===== src/rtl/usb_tx_encoder.sv =====
// USB full-speed transmit bit stage: captures a byte, serializes it LSB-first
// with bit stuffing and NRZI encoding, drives D+/D-, and generates EOP
// (SE0, SE0, J). Reports per-byte completion and EOP completion as pulses.
module usb_tx_encoder #(
    parameter int CLKS_PER_BIT = 4,
    parameter int STUFF_LIMIT  = 6
) (
    input  logic       clk,
    input  logic       n_rst,
    input  logic [7:0] tx_byte,
    input  logic       load_enable,
    input  logic       tx_enable,
    input  logic       create_eop,
    output logic       byte_sent,
    output logic       eop_done,
    output logic       tx_busy,
    output logic       d_plus,
    output logic       d_minus
);

    localparam int TIMER_W = $clog2(CLKS_PER_BIT);
    localparam int ONES_W  = $clog2(STUFF_LIMIT + 1);
    localparam logic [TIMER_W-1:0] TIMER_MAX = TIMER_W'(CLKS_PER_BIT - 1);
    localparam logic [ONES_W-1:0]  ONES_MAX  = ONES_W'(STUFF_LIMIT);

    typedef enum logic [2:0] {
        IDLE      = 3'd0,
        SHIFT     = 3'd1,
        STUFF     = 3'd2,
        WAIT      = 3'd3,
        EOP_SE0_1 = 3'd4,
        EOP_SE0_2 = 3'd5,
        EOP_J     = 3'd6
    } state_t;

    state_t              state;
    logic [TIMER_W-1:0]  timer;
    logic [7:0]          shift_reg;
    logic [2:0]          bit_index;
    logic                byte_loaded;
    logic                eop_pending;
    logic [ONES_W-1:0]   ones;
    logic                nrzi_level;   // 1 = J, 0 = K

    logic                at_boundary;
    logic                in_eop;
    logic                can_load;
    logic                first_bit;
    logic                first_level;
    logic [2:0]          next_index;
    logic                next_bit;
    logic                next_level;
    logic                ones_full;

    assign at_boundary = (timer == TIMER_MAX);
    assign in_eop      = (state == EOP_SE0_1) || (state == EOP_SE0_2) || (state == EOP_J);
    assign can_load    = load_enable && ((state == IDLE) || (state == WAIT));
    // A load landing on the very edge that starts shifting replaces the byte,
    // so bit 0 must come from the incoming byte rather than the stale register.
    assign first_bit   = can_load ? tx_byte[0] : shift_reg[0];
    assign first_level = first_bit ? nrzi_level : ~nrzi_level;
    assign next_index  = bit_index + 3'd1;
    assign next_bit    = shift_reg[next_index];
    assign next_level  = next_bit ? nrzi_level : ~nrzi_level;
    assign ones_full   = (ones == ONES_MAX);

    // Transmit FSM: bit timing, byte capture, stuffing, NRZI line and pulses.
    always_ff @(posedge clk or negedge n_rst) begin
        if (!n_rst) begin
            state       <= IDLE;
            timer       <= '0;
            shift_reg   <= '0;
            bit_index   <= '0;
            byte_loaded <= 1'b0;
            eop_pending <= 1'b0;
            ones        <= '0;
            nrzi_level  <= 1'b1;
            byte_sent   <= 1'b0;
            eop_done    <= 1'b0;
            tx_busy     <= 1'b0;
            d_plus      <= 1'b1;
            d_minus     <= 1'b0;
        end else begin
            byte_sent <= 1'b0;
            eop_done  <= 1'b0;

            if (state != IDLE) begin
                timer <= at_boundary ? '0 : timer + TIMER_W'(1);
            end

            if (can_load) begin
                shift_reg   <= tx_byte;
                byte_loaded <= 1'b1;
                bit_index   <= 3'd0;
            end

            if (create_eop && !in_eop) begin
                eop_pending <= 1'b1;
            end

            case (state)
                IDLE: begin
                    timer <= '0;
                    ones  <= '0;
                    if (byte_loaded) begin
                        if (tx_enable) begin
                            state      <= SHIFT;
                            tx_busy    <= 1'b1;
                            ones       <= first_bit ? ONES_W'(1) : '0;
                            nrzi_level <= first_level;
                            d_plus     <= first_level;
                            d_minus    <= ~first_level;
                        end
                    end else if (eop_pending) begin
                        state   <= EOP_SE0_1;
                        tx_busy <= 1'b1;
                        d_plus  <= 1'b0;
                        d_minus <= 1'b0;
                    end
                end

                SHIFT: begin
                    // With tx_enable low the finished bit simply stays on the line.
                    if (at_boundary && tx_enable) begin
                        if (ones_full) begin
                            state      <= STUFF;
                            ones       <= '0;
                            nrzi_level <= ~nrzi_level;
                            d_plus     <= ~nrzi_level;
                            d_minus    <= nrzi_level;
                        end else if (bit_index == 3'd7) begin
                            state       <= WAIT;
                            byte_sent   <= 1'b1;
                            byte_loaded <= 1'b0;
                        end else begin
                            bit_index  <= next_index;
                            ones       <= next_bit ? ones + ONES_W'(1) : '0;
                            nrzi_level <= next_level;
                            d_plus     <= next_level;
                            d_minus    <= ~next_level;
                        end
                    end
                end

                STUFF: begin
                    if (at_boundary) begin
                        if (bit_index == 3'd7) begin
                            state       <= WAIT;
                            byte_sent   <= 1'b1;
                            byte_loaded <= 1'b0;
                        end else begin
                            state      <= SHIFT;
                            bit_index  <= next_index;
                            ones       <= next_bit ? ones + ONES_W'(1) : '0;
                            nrzi_level <= next_level;
                            d_plus     <= next_level;
                            d_minus    <= ~next_level;
                        end
                    end
                end

                WAIT: begin
                    if (at_boundary) begin
                        if (byte_loaded) begin
                            if (tx_enable) begin
                                state      <= SHIFT;
                                ones       <= first_bit ? ones + ONES_W'(1) : '0;
                                nrzi_level <= first_level;
                                d_plus     <= first_level;
                                d_minus    <= ~first_level;
                            end
                        end else if (eop_pending) begin
                            state   <= EOP_SE0_1;
                            ones    <= '0;
                            d_plus  <= 1'b0;
                            d_minus <= 1'b0;
                        end
                    end
                end

                EOP_SE0_1: begin
                    ones <= '0;
                    if (at_boundary) begin
                        state <= EOP_SE0_2;
                    end
                end

                EOP_SE0_2: begin
                    ones <= '0;
                    if (at_boundary) begin
                        state   <= EOP_J;
                        d_plus  <= 1'b1;
                        d_minus <= 1'b0;
                    end
                end

                EOP_J: begin
                    ones <= '0;
                    if (at_boundary) begin
                        state       <= IDLE;
                        tx_busy     <= 1'b0;
                        eop_done    <= 1'b1;
                        eop_pending <= 1'b0;
                        nrzi_level  <= 1'b1;
                    end
                end

                default: begin
                    state   <= IDLE;
                    tx_busy <= 1'b0;
                    d_plus  <= 1'b1;
                    d_minus <= 1'b0;
                end
            endcase
        end
    end

endmodule

===== config.mk =====
export PLATFORM = sky130hd
export DESIGN_NAME = usb_tx_encoder
export DESIGN_NICKNAME = d
export VERILOG_FILES = /design/src/rtl/usb_tx_encoder.sv
export SDC_FILE = /design/constraint.sdc
export NUM_CORES = 1
export LEC_CHECK = 0
export BUFFER_PORTS_ARGS = -buffer_cell sky130_fd_sc_hd__buf_2
export CAP_MARGIN = 20
export CELL_PAD_IN_SITES_DETAIL_PLACEMENT = 2
export CELL_PAD_IN_SITES_GLOBAL_PLACEMENT = 2
export CORE_MARGIN = 2
export CORE_UTILIZATION = 35
export CTS_BUF_LIST = sky130_fd_sc_hd__clkbuf_16
export DETAILED_ROUTE_END_ITERATION = 8
export GPL_ROUTABILITY_DRIVEN = 0
export GPL_TIMING_DRIVEN = 0
export PLACE_DENSITY = 0.78
export SYNTH_ARGS = -nofsm -noshare
export SYNTH_HDL_FRONTEND = slang
export SYNTH_SLANG_ARGS = --single-unit

===== constraint.sdc =====
create_clock -name clk -period 2.3 [get_ports clk]
set_input_delay 0.345 -clock clk [delete_from_list [all_inputs] [get_ports clk]]
set_output_delay 0.345 -clock clk [all_outputs]
set_load 0.01 [all_outputs]

# --- After elaboration in Yosys (flattened, before gate mapping) ---
# Index checks and enable logic that the tools add are counted.
word_totals:
  register_bits: 27
  word_cells: 151
  out_inout_bits: 5
  inputBits: 13
op_classes:
  order_cmp: 1
  n_reduce_logical: 20
  bitwise_logic: 5
  muxes: 89
  eq_ne: 20
  add_sub_neg: 3
ops:
  columns: ["operator", "count"]
  rows:
  - ["$mux W3", 26]
  - ["$mux W1", 49]
  - ["$pmux W3 S7", 1]
  - ["$eq A3 B3 Y1 const B", 5]
  - ["$ne A3 B3 Y1 const B", 5]
  - ["$pmux W3 S5", 1]
  - ["$ne A2 B2 Y1 const B", 6]
  - ["$pmux W1 S6", 2]
  - ["$reduce_and A5 Y1", 2]
  - ["$reduce_bool A5 Y1", 2]
  - ["$mux W2", 4]
  - ["$reduce_and A7 Y1", 1]
  - ["$add A3 B1 Y3 const B", 2]
  - ["$eq A3 B2 Y1 const B", 2]
  - ["$pmux W3 S2", 1]
  - ["$reduce_and A6 Y1", 1]
  - ["$not A1 Y1", 5]
  - ["$pmux W1 S5", 1]
  - ["$reduce_or A5 Y1", 1]
  - ["$lt A3 B4 Y1 const B", 1]
  - ["$pmux W1 S2", 2]
  - ["$reduce_and A4 Y1", 1]
  - ["$bmux W1 S3", 1]
  - ["$eq A3 B1 Y1 const B", 1]
  - ["11 further kinds", 15]

# --- Depth between registers and ports, before layout ---
# Gate-level depths: netlist of the first run.
logic_depth:
  depth_word: 10
  ltp_mapped: 8
  mapped_depth_nobuf: 8

# --- Worst setup path after synthesis of the first run ---
# No wires, ideal clock.
synth_timing:
  path_type: "reg-to-reg"
  startpoint: "register bit_index[0]"
  endpoint: "register d_plus"
  required_ps: 2219
  n_path_buf: 0
  setup_slack_ps: 417
  arrival_ps: 1803
  setup_ps: 81
  path_stages_with_launch: 8
  synth_period_minus_slack_ps: 1883
  cell_sequence: "dfrtp_1 -> ha_1 -> ha_1 -> nand3b_1 -> nand4_2 -> xnor2_1 -> or3_1 -> a32oi_1"
synth_between:
  elab_chain_len: 8
  elab_cells_between_ends: 10
  classes_between: "add/sub (1); eq/ne (1); mux (8)"
synth_lines:
  columns: ["item", "line_no", "text"]
  rows:
  - ["start: declaration", "39", "logic [2:0] bit_index;"]
  - ["start signal: assignment", "136", "bit_index <= next_index;"]
  - ["start signal: assignment", "153", "bit_index <= next_index;"]
  - ["$add A3 B1 Y3", "62", "assign next_index = bit_index + 3'd1;"]
  - ["$bmux W1 S3", "63", "assign next_bit = shift_reg[next_index];"]
  - ["$mux W1 (not written as such)", "63", null]
  - ["$mux W1", "64", "assign next_level = next_bit ? nrzi_level : ~nrzi_level;"]
  - ["$mux W1 *", "131, 147", null]
  - ["$mux W1", "125", "if (ones_full) begin"]
  - ["$mux W1", "124", "if (at_boundary && tx_enable) begin"]
  - ["$pmux W1 S6 *", "101", "case (state)"]
  - ["end signal: assignment", "129", "d_plus <= ~nrzi_level;"]
  - ["end signal: assignment", "139", "d_plus <= next_level;"]
  - ["end signal: assignment", "156", "d_plus <= next_level;"]
  - ["end: declaration", "17", "output logic d_plus,"]
# Every way passes the cells marked *; elsewhere a longest branch is shown, timed or not. The select of a mux whose other input is x is not followed.
# A chain may end at the register's enable or synchronous reset.

# --- Worst setup path in the final report of the first run ---
# Same ends and word-level chain as after synthesis.

==> impl_metrics.tcl, run 1 <==
set metrics [dict create \
    cp_slowest_stage_delay_ps 380 \
    finalNetCount 242 \
    synth.distinct_cells 49 \
    reg2reg_slack_ps 190 \
    core_um2 4820 \
    cts_buffers 3 \
    post-place-ws_ps 106 \
    clk_latency_ps 260 \
    grt_pass1_vias 1779 \
    cp_num_cells 8 \
    fin_crit_ps 2110 \
    critPathSlowestCell "dfrtp_1" \
    fill_cells 560 \
    die-area_um2 5690 \
    status "completed" \
    tritoncts "built" \
    setup_ws_ps 188 \
    hp-class "input pin to async pin" \
    p_per_area_nw_per_um2 1390 \
    drt_pre_antenna_iters 4 \
    synth_fp_nets 221 \
    reg2reg_from "bit_index[0]" \
    viasPerCell 5.54 \
    worst-path-buf-inv 0 \
    grt_max_degree 28 \
    syn_avg_cell_area_um2 8.79 \
    diodes 0 \
    area_delta_synth_final_pct 15.2 \
    post_cts_buffers 0 \
    synth_edf_count 0 \
    worstSetupStartpointType "register" \
    finClkSkew_ps 3.86 \
    worstPathRequired_ps 2480 \
    crit_fanout 5 \
    ys_seq_elements 27 \
    tightest_slew_ps 635 \
    yosysSeqAreaShare_pct 38.0 \
    regToRegEndpoint "d_plus" \
    largest_reg_flops 8 \
    grt_remaining_overflow 0 \
    grt_pass1_wl_um 9470 \
    drc 0 \
    ys.flop_type "dfrtp_1" \
    io_buffer_count 16 \
    vias 1607 \
    cts.clk_slew.worst_paths_ps 70 \
    final_hold_viol_count 0 \
    fin_crit_sh_pct 91.8 \
    cts_root_buffer "clkbuf_16" \
    io_pins 18 \
    placed_area_um2 1950 \
    clkSinkCount 27 \
    cts_resized 0 \
    drtAntennaViolNets 0 \
    crit_family "simple AND/OR/NAND/NOR gates" \
    antenna_found_initial 0 \
    wl_per_cell_um 20.2 \
    totalWireLength_um 5850 \
    vdd_drop_max_mv 0.470 \
    design_area_um2 2060 \
    tns_ps 0 \
    netlist_area_um2 1780 \
    cp.arrival_ps 2290 \
    leakage_nw 0.868 \
    drtIter0Drc 124 \
    clock_path_buffers 2 \
    die_y_um 75.4 \
    critical_path_class "register to register" \
    synthCells 203 \
    track_usage_pct 22.5 \
    rr_worst_depth 8 \
    synth_warnings 0 \
    crit_chain "ha_1 -> ha_4 -> nor2_1 -> nand2_1 -> nand4_4 -> xnor2_1 -> or3_1 -> a32oi_1" \
    setup_viol 0 \
    async_flop_share_pct 100 \
    max_freq_mhz 474 \
    htree_levels 1 \
    start_util_pct 37.0 \
    dieWidth_um 75.4 \
    dpl.hpwl_um 4300 \
    maxSlewViolCount 0 \
    grt_setup_unrepaired "no" \
    finalPower_w 0.00285 \
    crit_path_end_kind "register" \
    drive_above_1_share_pct 21.1 \
    drv_cap 0 \
    relSlewSlack_pct 57.6 \
    cts_hold_buf 0 \
    row_count 25 \
]
==> kinds of logic after synthesis <==
family	count (synthesis)	synth area share, %
AOI/OAI and AO/OA	57	21.8
xor gates and xnor gates	3	1.47
adders and majority gates	5	3.51
buffers and inverters	22	5.47
DFF	27	38.0
muxes	14	9.19
and+or+nand+nor	75	20.5
==> stage by stage <==
step           hold WS (ps)  std cells  util, %
6_report               96.8        290     42.7
5_1_grt                 142        290     42.7
3_5_place_dp            415        286     40.4
4_1_cts                 128        290     42.1
3_3_place_gp            397        286     40.4
2_1_floorplan          49.4        203        -
==> placed cells by master (no fill, tap or decap), drive strengths merged, types with 2 or more instances in the layout <==
cell type and instances:
dfrtp 25, nand3 4, o32ai 3, mux2 9, o21ai 14, buf 23, o221ai 2, a2bb2oi 3
clkbuf 7, ha 5, nand2 22, nand2b 4, nand4 2, and2 2, mux2i 5, nor2b 3
o22ai 3, o211ai 4, a31oi 5, inv 12, a21oi 12, xnor2 2, nor2 23, dfstp 2
nor3 6, o21a 2, nand3b 3
==> how the worst max path moves through the flow <==
stage                      start        to
floorplan           bit_index[0]    d_plus
global placement       tx_enable  state[1]
detailed placement  bit_index[0]    d_plus
CTS                 bit_index[0]    d_plus
global route        bit_index[0]    d_plus
finish              bit_index[0]    d_plus
==> report_power, final <==
group / leakage, nW / internal [W] / switching, W
sequential: 0.331 / 0.000663 / 0.000140
combinational: 0.494 / 0.000650 / 0.000995
clock: 0.0423 / 0.000233 / 0.000169
total: 0.868 / 0.00155 / 0.00130
==> layout make-up <==
cell class                 instances  area [um2]  area share [%]
buffer                            11        57.6            2.80
clock buffer                       3        75.1            3.65
clock inverter                     1        3.75           0.183
inverter                          11        41.3            2.01
multi-input combinational        154        1040            50.4
sequential                        27         678            33.0
tap                               67        83.8            4.08
timing repair buffer              16        80.1            3.90
==> synth_stat cells, types with 2 or more instances <==
library cell	instances	area (um2)
a21oi_1	12	60.1
a2bb2oi_1	3	26.3
a31oi_1	5	31.3
and2_1	2	12.5
buf_2	6	30.0
clkbuf_1	4	15.0
dfrtp_1	25	626
dfstp_2	2	52.6
ha_1	5	62.6
inv_1	11	41.3
mux2_2	9	101
mux2i_1	4	40.0
nand2_1	22	82.6
nand2b_1	4	25.0
nand3_1	4	20.0
nand3b_1	3	22.5
nor2_1	23	86.3
nor2b_1	3	18.8
nor3_1	5	25.0
o211ai_1	4	30.0
o21a_1	2	15.0
o21ai_0	11	55.1
o21ai_1	3	15.0
o221ai_1	2	17.5
o22ai_1	3	18.8
o32ai_1	2	17.5
xnor2_1	2	17.5
==> per-layer routing <==
| layer | wire [um] | GRT usage (%) | part of all wire [%] |
|---|---|---|---|
| met5 | 0 | 0 | 0 |
| met4 | 59 | 4.87 | 1.0 |
| met3 | 177 | 3.84 | 3.0 |
| met2 | 2930 | 38.7 | 50 |
| met1 | 2690 | 29.8 | 46 |
Power figures use the tool's default switching activity.
==> inputs of run 2 (changes only) <==
CORE_MARGIN = 5   (was 2)
==> run 2 against run 1 <==
Sequential power down 2%. Clock skew is essentially flat. Global-route usage shrank 3.8 points. Sequential cell count unchanged. Wire length fell by 6.3%. Worst hold slack worse by 8.6 ps. Via count increased by 1.5%. Critical endpoint unchanged. Highest routed layer unchanged.
==> impl_metrics.tcl, run 2 (same netlist as run 1, synthesis figures left out) <==
set metrics [dict create \
    p_sw_share_pct 45.3 \
    dieWidth_um 81.4 \
    io_buffer_count 16 \
    drt_pre_antenna_iters 4 \
    cts.clk_slew.worst_paths_ps 80 \
    crit_path_end_kind "register" \
    maxSlewViolCount 0 \
    critPathSlowestCell "dfrtp_1" \
    setup_viol 0 \
    cts_hold_buf 0 \
    final_cell_mix "dfrtp_1 (25), nor2_1 (23), nand2_1 (22), buf_2 (22), a21oi_1 (12)" \
    worstSetupStartpointType "register" \
    drv_cap 0 \
    row_count 26 \
    diodes 0 \
    htree_levels 1 \
    tns_ps 0 \
    core_um2 5040 \
    post_cts_buffers 0 \
    switching_power_w 0.00127 \
    final_common_cell "dfrtp_1" \
    vias 1631 \
    drtIter0Drc 64 \
    clock_path_buffers 2 \
    power_frac_clock_pct 15.6 \
    vdd_drop_max_mv 0.503 \
    fin_crit_sh_pct 90.9 \
    crit_fanout 5 \
    internal_power_w 0.00153 \
    cp_common_cell "ha_1" \
    leakage_nw 0.866 \
    antenna_found_initial 0 \
    area_delta_synth_final_pct 14.4 \
    die-area_um2 6630 \
    final_hold_viol_count 0 \
    drtAntennaViolNets 0 \
    wl_per_cell_um 18.7 \
    p_per_area_nw_per_um2 1370 \
    io_pins 18 \
    finClkSkew_ps 3.94 \
    grt_max_degree 28 \
    die_y_um 81.4 \
    clkSinkCount 27 \
    cts_root_buffer "clkbuf_16" \
    grt_setup_unrepaired "no" \
    worst-path-buf-inv 0 \
    cts_buffers 3 \
    fill_cells 574 \
    status "completed" \
    combPwrFrac_pct 56.2 \
    finalNetCount 242 \
    drc 0 \
    fin_crit_ps 2090 \
    largest_reg_flops 8 \
    worstPathRequired_ps 2500 \
    critical_path_class "register to register" \
    multiInputGateArea_um2 1010 \
    tightest_slew_ps 636 \
    totalWireLength_um 5480 \
    cp_slowest_stage_delay_ps 390 \
    viasPerCell 5.57 \
    relSlewSlack_pct 57.6 \
    start_util_pct 35.4 \
    design_area_um2 2040 \
    grt_remaining_overflow 0 \
    track_usage_pct 18.7 \
    crit_family "simple AND/OR/NAND/NOR gates" \
    grt_pass1_wl_um 9470 \
    cp.arrival_ps 2290 \
    grt_pass1_vias 1796 \
    drive_above_1_share_pct 20.6 \
    crit_chain "ha_1 -> ha_1 -> nand3b_1 -> nand4_2 -> xnor2_1 -> or3_1 -> a32oi_1" \
    ff_latch_area_um2 678 \
    seqPwrFrac_pct 28.2 \
    hp-class "input pin to async pin" \
    dpl.hpwl_um 4130 \
    tritoncts "built" \
    max_freq_mhz 478 \
    placed_area_um2 1950 \
    clk_latency_ps 270 \
]
-- run 2: cell counts in the layout (fill, tap and decap cells not counted) --
Identical to the previous run, type by type.
-- run 2: layout make-up --
cell class                 instances  area share [%]
clock buffer                       3            3.68
inverter                          11            2.02
clock inverter                     1           0.429
tap                               70            4.29
timing repair buffer              16            3.92
multi-input combinational        154            49.7
sequential                        27            33.2
buffer                            11            2.76
-- run 2: worst paths after layout --
path	startpoint	to	slack [ps]	cells past startpoint
worst max-delay path	bit_index[0]	d_plus	210	7
worst min register to register	timer[0]	timer[0]	440	1
min in group clk	create_eop	eop_pending	280	2
worst max register to register	bit_index[0]	d_plus	210	7
max in group asynchronous	n_rst	bit_index[0]	1800	1
worst min-delay path	n_rst	timer[0]	90	1
-- run 2: per-stage QoR --
| stage | power (W) | hold slack (ps) | worst slack (ps) | cells | util, % |
|---|---|---|---|---|---|
| 2_1_floorplan | 0.00192 | 49.4 | 417 | 203 | - |
| 3_3_place_gp | 0.00231 | 409 | 141 | 289 | 38.7 |
| 3_5_place_dp | 0.00235 | 414 | 106 | 289 | 38.7 |
| 4_1_cts | 0.00281 | 116 | 114 | 293 | 40.4 |
| 5_1_grt | 0.00303 | 143 | 26.3 | 293 | 40.5 |
| 6_report | 0.00280 | 88.2 | 209 | 293 | 40.5 |
-- run 2: timing repair --
item | CTS | global route
resized for setup | 0 | 1
setup endpoints to repair | 0 | 1
endpoints found under the hold margin | 0 | 0
-- run 2: power groups by stage --
stage | combinational (W) | clock [W] | sequential (W)
after detailed placement | 0.00155 | 0 | 0.000799
after global routing | 0.00175 | 0.000465 | 0.000818
final | 0.00157 | 0.000437 | 0.000790
after CTS | 0.00157 | 0.000446 | 0.000792
after global placement | 0.00152 | 0 | 0.000787
after floorplan | 0.00115 | 0 | 0.000773
-- run 2: metal layers --
| metal | GRT usage, % | vias to the layer above | part of all wire [%] |
|---|---|---|---|
| met5 | 0 | - | 0 |
| met1 | 23.5 | 833 | 47 |
| met3 | 2.66 | 9 | 2.4 |
| met2 | 33.5 | 23 | 50 |
| li1 | - | 766 | - |
| met4 | 4.22 | 0 | 1.1 |
-- run 2: worst reg2reg max path: stages (launching register included) --
cell,delay [ps]
dfrtp_1,390
ha_1,210
ha_1,350
nand3b_1,140
nand4_2,210
xnor2_1,210
or3_1,320
a32oi_1,200
